## config.mk

```make
export PLATFORM = sky130hd
export DESIGN_NAME = decode_exec
export DESIGN_NICKNAME = d
export VERILOG_FILES = /design/src/rtl/decode_exec.sv
export SDC_FILE = /design/constraint.sdc
export NUM_CORES = 1
export LEC_CHECK = 0
export ABC_AREA = 1
export CAP_MARGIN = 20
export CORE_MARGIN = 2
export CORE_UTILIZATION = 45
export DETAILED_ROUTE_END_ITERATION = 7
export PLACE_DENSITY = 0.83
export RECOVER_POWER = 50
export SYNTH_ARGS = -nofsm -noshare
export SYNTH_HDL_FRONTEND = slang
export SYNTH_SLANG_ARGS = --single-unit
```

## constraint.sdc

```tcl
create_clock -name Clk -period 2.2 [get_ports Clk]
set_clock_uncertainty 0.2 [all_clocks]
set_input_delay 0.66 -clock Clk [delete_from_list [all_inputs] [get_ports Clk]]
set_output_delay 0.66 -clock Clk [all_outputs]
set_load 0.01 [all_outputs]
```

## src/rtl/decode_exec.sv

```systemverilog
// decode_exec: control/execute stage of the 4-bit processor.
// Decodes the opcode and operand nibbles held by the fetch register and runs
// the accumulator datapath with carry and zero flags. It also sequences the
// two-byte conditional jumps. All strobes to the counter and the fetch
// register come straight from flops.
module decode_exec (
  input  logic        Clk,
  input  logic        reset,
  input  logic [3:0]  instr,
  input  logic [3:0]  oprnd,
  input  logic [3:0]  data_in,
  output logic        pc_en,
  output logic        pc_load,
  output logic [11:0] load_addr,
  output logic        fetch_en,
  output logic [3:0]  acc,
  output logic        flag_c,
  output logic        flag_z,
  output logic [3:0]  out_data,
  output logic        halted
);

  typedef enum logic [5:0] {
    S_FETCH  = 6'b000001,
    S_DECODE = 6'b000010,
    S_EXEC   = 6'b000100,
    S_FETCH2 = 6'b001000,
    S_JUMP   = 6'b010000,
    S_HALT   = 6'b100000
  } state_t;

  typedef enum logic [3:0] {
    OP_NOP  = 4'h0,
    OP_LIT  = 4'h1,
    OP_IN   = 4'h2,
    OP_ADD  = 4'h3,
    OP_SUB  = 4'h4,
    OP_AND  = 4'h5,
    OP_OR   = 4'h6,
    OP_XOR  = 4'h7,
    OP_CMP  = 4'h8,
    OP_OUT  = 4'h9,
    OP_JMP  = 4'hA,
    OP_JC   = 4'hB,
    OP_JNC  = 4'hC,
    OP_JZ   = 4'hD,
    OP_JNZ  = 4'hE,
    OP_HALT = 4'hF
  } op_t;

  state_t     state;
  logic [3:0] addr_hi;
  op_t        jop;
  logic [4:0] add_r;
  logic [4:0] sub_r;
  logic       jump_take;

  // Jump target: high nibble from byte 1, low byte is byte 2 in the fetch register.
  assign load_addr = {addr_hi, instr, oprnd};

  // Five-bit arithmetic results; bit 4 is the carry (no-borrow for subtract).
  always_comb begin
    add_r = {1'b0, acc} + {1'b0, oprnd};
    sub_r = {1'b0, acc} + {1'b0, ~oprnd} + 5'd1;
  end

  // Jump condition for the opcode latched at decode, evaluated against current flags.
  always_comb begin
    jump_take = 1'b0;
    case (jop)
      OP_JMP:  jump_take = 1'b1;
      OP_JC:   jump_take = flag_c;
      OP_JNC:  jump_take = ~flag_c;
      OP_JZ:   jump_take = flag_z;
      OP_JNZ:  jump_take = ~flag_z;
      default: jump_take = 1'b0;
    endcase
  end

  // Sequencer, registered strobes and execute datapath.
  // Strobes are loaded with the values of the state being entered, so each
  // one is a plain flop output. pc_load is set on the way into JUMP; flags
  // cannot change between FETCH2 and JUMP, so this matches sampling in JUMP.
  always_ff @(posedge Clk or posedge reset) begin
    if (reset) begin
      state    <= S_FETCH;
      pc_en    <= 1'b1;
      fetch_en <= 1'b1;
      pc_load  <= 1'b0;
      halted   <= 1'b0;
      acc      <= '0;
      flag_c   <= 1'b0;
      flag_z   <= 1'b0;
      out_data <= '0;
      addr_hi  <= '0;
      jop      <= OP_NOP;
    end else begin
      case (state)
        S_FETCH: begin
          state    <= S_DECODE;
          pc_en    <= 1'b0;
          fetch_en <= 1'b0;
        end
        S_DECODE: begin
          if (instr <= 4'h9) begin
            state <= S_EXEC;
          end else if (instr != 4'hF) begin
            state    <= S_FETCH2;
            addr_hi  <= oprnd;
            jop      <= op_t'(instr);
            pc_en    <= 1'b1;
            fetch_en <= 1'b1;
          end else begin
            state  <= S_HALT;
            halted <= 1'b1;
          end
        end
        S_EXEC: begin
          state    <= S_FETCH;
          pc_en    <= 1'b1;
          fetch_en <= 1'b1;
          case (op_t'(instr))
            OP_LIT: begin
              acc    <= oprnd;
              flag_z <= (oprnd == 4'h0);
            end
            OP_IN: begin
              acc    <= data_in;
              flag_z <= (data_in == 4'h0);
            end
            OP_ADD: begin
              acc    <= add_r[3:0];
              flag_c <= add_r[4];
              flag_z <= (add_r[3:0] == 4'h0);
            end
            OP_SUB: begin
              acc    <= sub_r[3:0];
              flag_c <= sub_r[4];
              flag_z <= (sub_r[3:0] == 4'h0);
            end
            OP_AND: begin
              acc    <= acc & oprnd;
              flag_z <= ((acc & oprnd) == 4'h0);
            end
            OP_OR: begin
              acc    <= acc | oprnd;
              flag_z <= ((acc | oprnd) == 4'h0);
            end
            OP_XOR: begin
              acc    <= acc ^ oprnd;
              flag_z <= ((acc ^ oprnd) == 4'h0);
            end
            OP_CMP: begin
              flag_c <= sub_r[4];
              flag_z <= (sub_r[3:0] == 4'h0);
            end
            OP_OUT: out_data <= acc;
            default: ;
          endcase
        end
        S_FETCH2: begin
          state    <= S_JUMP;
          pc_en    <= 1'b0;
          fetch_en <= 1'b0;
          pc_load  <= jump_take;
        end
        S_JUMP: begin
          state    <= S_FETCH;
          pc_load  <= 1'b0;
          pc_en    <= 1'b1;
          fetch_en <= 1'b1;
        end
        S_HALT: begin
          state    <= S_HALT;
          pc_en    <= 1'b0;
          fetch_en <= 1'b0;
          pc_load  <= 1'b0;
          halted   <= 1'b1;
        end
        default: begin
          state    <= S_FETCH;
          pc_en    <= 1'b1;
          fetch_en <= 1'b1;
          pc_load  <= 1'b0;
          halted   <= 1'b0;
        end
      endcase
    end
  end

endmodule
```

==> results of run 1 <==
-- Yosys cell counts (all sizes together), types with 3 or more instances --
library cell,instances
a21oi,11
buf,10
dfrtp,25
ha,12
inv,41
nand2,72
nand3,11
nand4,8
nor2,29
nor3,5
o21ai,24
o221ai,3
-- flip-flops by register name, summed over array words and instances, names as in the netlist --
register	count
state	6
pc_load	1
halted	1
flag_c	1
flag_z	1
addr_hi	4
acc	4
fetch_en	1
out_data	4
jop	4
-- cells in the final DEF (no fill, tap or decap), types with 8 or more instances in the layout --
master | netlist | final
nand3_1 | 11 | 9
o21ai_0 | 16 | 11
o21ai_1 | 8 | 13
nand2_2 | 5 | 8
nand4_1 | 8 | 8
clkdlybuf4s50_1 | 0 | 24
buf_4 | 9 | 37
nor2_1 | 26 | 21
inv_1 | 38 | 34
a21oi_1 | 11 | 9
nand2_1 | 67 | 63
dfrtp_1 | 25 | 24
-- critical path: stages --
cell           delay [ns]
dlygate4sd2_1        0.27
buf_6                0.13
fa_2                 0.56
a21boi_2             0.15
nand2_1              0.06
clkinv_1             0.04
nand2_1              0.04
nand3_1              0.06
nand2_1              0.06
nand2_1              0.07
nand2_1              0.05
nand2_1              0.05
-- per-layer routing --
layer | up-vias | share of wire | GRT usage
met5 | - | 0 | 0
met4 | 0 | 0.019 | 0.0675
met3 | 12 | 0.054 | 0.0334
met2 | 67 | 0.49 | 0.403
met1 | 922 | 0.43 | 0.273
li1 | 993 | - | -
-- stage by stage --
step	util	cells	hold WS, ns	power, mW	instance area [um^2]
finish	0.671	388	0.295	2.46	2720
global route	0.671	388	0.328	2.65	2720
CTS	0.655	388	0.284	2.42	2660
detailed placement	0.641	384	0.261	2.09	2600
global placement	0.641	384	0.248	2.07	2600
floorplan	-	265	0.234	1.50	1930
-- kinds of logic after synthesis --
kind of cell,share of synthesized area
simple gates,0.294
buf+inv,0.123
compound gates,0.127
flops,0.352
fa+ha+maj,0.0987
mux,0.00584
-- where the power goes --
part / switching [mW] / total, mW / internal, mW / leakage (nW)
sequential: 0.143 / 0.820 / 0.678 / 0.343
clock: 0.159 / 0.288 / 0.129 / 0.0217
combinational: 0.711 / 1.36 / 0.645 / 1.03
-- layout make-up --
type	instances	share of cell area
clock inverter	1	0.00276
multi-input combinational	186	0.409
inverter	42	0.0579
timing repair buffer	79	0.242
sequential	27	0.250
clock buffer	3	0.0152
tap	50	0.0230
-- worst min path at each step --
stage	start	endpoint	slack (ns)	cells past startpoint
floorplan	jop[3]$_DFFE_PP0P_	jop[3]$_DFFE_PP0P_	0.23	1
detailed placement	jop[3]$_DFFE_PP0P_	jop[3]$_DFFE_PP0P_	0.26	1
CTS	jop[3]$_DFFE_PP0P_	jop[3]$_DFFE_PP0P_	0.28	1
finish	jop[3]$_DFFE_PP0P_	jop[3]$_DFFE_PP0P_	0.29	1
global route	jop[3]$_DFFE_PP0P_	jop[3]$_DFFE_PP0P_	0.33	1
global placement	jop[3]$_DFFE_PP0P_	jop[3]$_DFFE_PP0P_	0.25	1
-- timing repair --
action	in CTS	in global routing
pin swaps	1	4
gates cloned	0	0
buffers inserted	0	0
gates resized for setup	43	27
endpoints found under the setup margin	15	7
==> flow_summary.yaml, run 1 <==
logic_synthesis:
  ys.flop_type: "dfrtp_1"
  yosysTopAreaCell: "dfrtp_1"
  synth_top_cell_area_share: 0.325
  yosys_warnings: 0
  synth.area.top_cells: "dfrtp_1, nand2_1, ha_1, inv_1, nor2_1"
  async_reset_ff_frac: 1.00
  synth-edff-count: 0
  synth_nets: 293
  synth_area_um2: 1930
  ys_types: 30
  synth-seq-cells: 27
  syn_inst: 265
  yosysSeqAreaShare: 0.352
  avgSynthCellArea_um2: 7.27
critical_path:
  critical_path_required_ns: 2.22
  rrSetupSlack_ns: 0.08
  crit_path_end_kind: "register"
  r2r-start: "acc[0]$_DFFE_PP0P_"
  r2r.worst_path.cells: 12
  startpoint: "oprnd[1]"
  crit_type: "in -> reg"
  crit_path_end: "flag_z$_DFFE_PP0P_"
  arrival_ns: 2.19
  critPathMaxFanout: 3
  rr_endpoint: "flag_z$_DFFE_PP0P_"
  cp-start-kind: "input pin"
cts:
  tritoncts: "done"
  htree_levels: 1
  numCtsBuffers: 3
  clk_pin_slew_ns: 0.10
  cts-root-buf: "clkbuf_8"
  ctsHoldBuffers: 0
  cts_sinks: 27
  clock_latency_ns: 0.28
  clockBufferDepth: 2
drt:
  drt_iter0_drc: 120
  finalWirelength_um: 5340
  via_per_inst: 5.14
  drc: 0
  ant_nets: 0
  wl_per_cell_um: 13.8
  via_count: 1994
  drt-pass1-iter-count: 5
placed_design:
  gp_congestion: 0.980
  dp_worst_setup_slack_ns: -0.566
  port_buffers: 39
  dp_hpwl_um: 4170
timing:
  grt_setup_unrepaired: "yes"
  period_share: 0.985
  tightest_slew_ns: 0.694
  max_freq_ghz: 0.461
  finalHoldViolations: 0
  setup_viol: 0
  period_needed_ns: 2.17
  setup_tns_ns: 0
  setup_ws_ns: 0.0322
  drv_slew: 0
  slew_headroom: 0.537
floorplanning:
  rows: 23
  dieArea_um2: 4820
  dieHeight_um: 69.4
  initial_core_util: 0.475
  pin_count: 40
  core_area_um2: 4060
  die_w_um: 69.4
global_route:
  grt_pass1_vias: 1911
  grt.total_usage: 0.223
  grt_pass1_wl_um: 8680
  antenna_found_initial: 0
  grt_max_degree: 28
  overflow: 0
final_layout:
  areaGrowthSynthToFinish_pct: 41.2
  n_antenna_cell: 0
  fin_nets: 367
  multi_input_comb_area_um2: 1110
  n_fill_cell: 321
  drive_gt1_frac: 0.269
  regArea_um2: 679
run:
  cap_violations: 0
power_and_ir_drop:
  p_leak_nw: 1.40
  power_density_nw_per_um2: 905
  ir_drop_mv: 0.553
status:
  run_status: "finished, final reports clean"
min_path:
  hp-class: "reg -> reg"
No activity file was read; power rests on OpenSTA's default activity.
==> run 2: changes to the inputs <==
--- a/config.mk
+++ b/config.mk
@@ -9,6 +9,7 @@
 export CAP_MARGIN = 20
 export CORE_MARGIN = 2
 export CORE_UTILIZATION = 45
+export CTS_CLUSTER_SIZE = 8
 export DETAILED_ROUTE_END_ITERATION = 7
 export PLACE_DENSITY = 0.83
 export RECOVER_POWER = 50
==> results of run 2 <==
The final DEF is identical to that of run 1; final timing and power are the same.
==> run 3: changes to the inputs <==
--- a/config.mk
+++ b/config.mk
@@ -11,6 +11,7 @@
 export CORE_UTILIZATION = 45
 export CTS_CLUSTER_SIZE = 8
 export DETAILED_ROUTE_END_ITERATION = 7
+export GPL_TIMING_DRIVEN = 0
 export PLACE_DENSITY = 0.83
 export RECOVER_POWER = 50
 export SYNTH_ARGS = -nofsm -noshare
==> constraint.sdc (replaced) <==
create_clock -name Clk -period 2.3 [get_ports Clk]
set_clock_uncertainty 0.2 [all_clocks]
set_input_delay 0.69 -clock Clk [delete_from_list [all_inputs] [get_ports Clk]]
set_output_delay 0.69 -clock Clk [all_outputs]
set_load 0.01 [all_outputs]
==> run 3 against run 2 <==
  * Count of clock-buffer cells in the layout grew 1
  * Worst hold slack worse by 0.0040 ns
  * Sequential power fell by 4.1%
  * Final area down 10%
  * Sequential share of layout area grew 2.8 points
  * Critical endpoint is now fetch_en
  * Global-route usage down 2.0 points
  * Cell count is 7.5% lower
  * First-iteration DRC count fell by 19%
  * Register-to-register slack better by 0.09 ns
  * Worst setup slack improved by 0.025 ns
  * Non-clock buffer count decreased by 29
==> flow_summary.yaml, run 3 (synthesized netlist as in run 1, its figures left out) <==
power_and_ir_drop:
  p_leak_nw: 1.24
  p_total_mw: 2.20
  clockPowerShare: 0.121
  power_density_nw_per_um2: 899
  internal-power_mw: 1.29
  p_switching_uw: 909
  swShare: 0.414
  power_frac_seq: 0.358
  ir_drop_mv: 0.611
  share_comb_of_total_power: 0.521
floorplanning:
  initial_core_util: 0.475
  core_area_um2: 4060
  pin_count: 40
  die_w_um: 69.4
  rows: 23
  dieHeight_um: 69.4
  dieArea_um2: 4820
cts:
  ctsHoldBuffers: 0
  cts-root-buf: "clkbuf_8"
  htree_levels: 1
  clockBufferDepth: 2
  cts_sinks: 27
  tritoncts: "done"
  numCtsBuffers: 3
  clock_latency_ns: 0.27
  clk_pin_slew_ns: 0.09
drt:
  wl_per_cell_um: 13.3
  via_per_inst: 5.28
  via_count: 1896
  ant_nets: 0
  drc: 0
  drt_iter0_drc: 97
  finalWirelength_um: 4790
  drt-pass1-iter-count: 4
critical_path:
  crit_family: "flip-flops"
  cp_num_buf_inv: 1
  crit_type: "reg -> out"
  crit_path_end_kind: "primary output"
  critical_path_depth: 1
  crit_path_end: "fetch_en"
  rr_endpoint: "flag_z$_DFFE_PP0P_"
  max_stage_delay_ns: 0.55
  arrival_ns: 1.35
  worst_path_max_delay_cell: "dfstp_2"
  r2r.worst_path.cells: 12
  critical_path_required_ns: 1.41
  rrSetupSlack_ns: 0.17
  critPathMaxFanout: 3
  startpoint: "fetch_en$_DFFE_PP1P_"
  r2r-start: "acc[0]$_DFFE_PP0P_"
  cp_cell_sequence: "clkdlybuf4s50_1"
  cp-start-kind: "register"
final_layout:
  areaGrowthSynthToFinish_pct: 26.8
  fin_nets: 338
  drive_gt1_frac: 0.139
  layout_common_cells: "nand2_1, inv_1, nor2_1"
  largest_reg_flops: 6
  regMostFlops: "state"
  n_fill_cell: 378
  n_antenna_cell: 0
  fin_cells: 359
  fin_util: 0.602
  final_common_cell: "nand2_1"
timing:
  setup_tns_ns: 0
  period_needed_ns: 2.24
  tightest_slew_ns: 0.491
  holdWs_ns: 0.291
  drv_slew: 0
  finalHoldViolations: 0
  max_freq_ghz: 0.446
  slew_headroom: 0.673
  grt_setup_unrepaired: "no"
  setup_viol: 0
  period_share: 0.975
global_route:
  antenna_found_initial: 0
  grt_pass1_wl_um: 8140
  grt_max_degree: 28
  grt.total_usage: 0.203
  overflow: 0
  grt_pass1_vias: 1822
placed_design:
  placedCellCount: 354
  port_buffers: 39
  dp_hpwl_um: 3800
  gp_congestion: 0.939
run:
  cap_violations: 0
min_path:
  hold_path_startpoint: "jop[3]$_DFFE_PP0P_"
  hp-class: "reg -> reg"
status:
  run_status: "finished, final reports clean"
## run 3: cell types whose count changed in the layout (fill, tap and decap cells not counted), moves of 4 or more
cell,delta
nor2_2,-4
buf_2,-5
o21ai_0,+7
o21ai_1,-7
nor2_1,+5
buf_4,-25
nand2_1,+4
## run 3: area by class of cell
cell class                 count  area (um^2)  share of cell area
sequential                    27          678               0.278
tap                           50         62.6              0.0256
timing repair buffer          40          372               0.152
clock buffer                   4         45.0              0.0184
buffer                        10         78.8              0.0323
multi-input combinational    186         1050               0.429
inverter                      42          158              0.0645
## run 3: worst min path at each step
stage	cells after the start	to	slack, ns
after floorplan	1	jop[3]$_DFFE_PP0P_	0.23
after global placement	1	jop[3]$_DFFE_PP0P_	0.26
after detailed placement	1	jop[3]$_DFFE_PP0P_	0.27
after CTS	1	jop[3]$_DFFE_PP0P_	0.29
after global routing	1	jop[3]$_DFFE_PP0P_	0.30
final	1	jop[3]$_DFFE_PP0P_	0.29
## run 3: repair_timing
action                                  4_1_cts  5_1_grt
cloned                                        0        0
hold endpoints to repair                      0        0
gates resized for setup                      43       10
endpoints found under the setup margin       14        2
pin swaps                                     0        2
buffers inserted                              0        0
## run 3: power by group through the flow
stage                     clock network (mW)  registers (mW)  logic (mW)
after floorplan                            0           0.805       0.627
after global placement                     0           0.781        1.08
after detailed placement                   0           0.786        1.10
after CTS                              0.269           0.783        1.12
after global routing                   0.289           0.807        1.28
final                                  0.266           0.786        1.14
## run 3: routing by layer
| metal | wire (um) | up-vias | global-route usage |
|---|---|---|---|
| met4 | 61 | 0 | 0.0349 |
| met2 | 2290 | 75 | 0.356 |
| met5 | 0 | - | 0 |
| met3 | 308 | 10 | 0.0422 |
| li1 | - | 934 | - |
| met1 | 2140 | 877 | 0.262 |
## run 3: per-stage QoR
step	instance area, um^2	worst slack (ns)
detailed placement	2380	-0.672
global route	2440	0.0182
CTS	2430	0.0342
global placement	2380	-0.647
finish	2440	0.0573
floorplan	1930	0.132
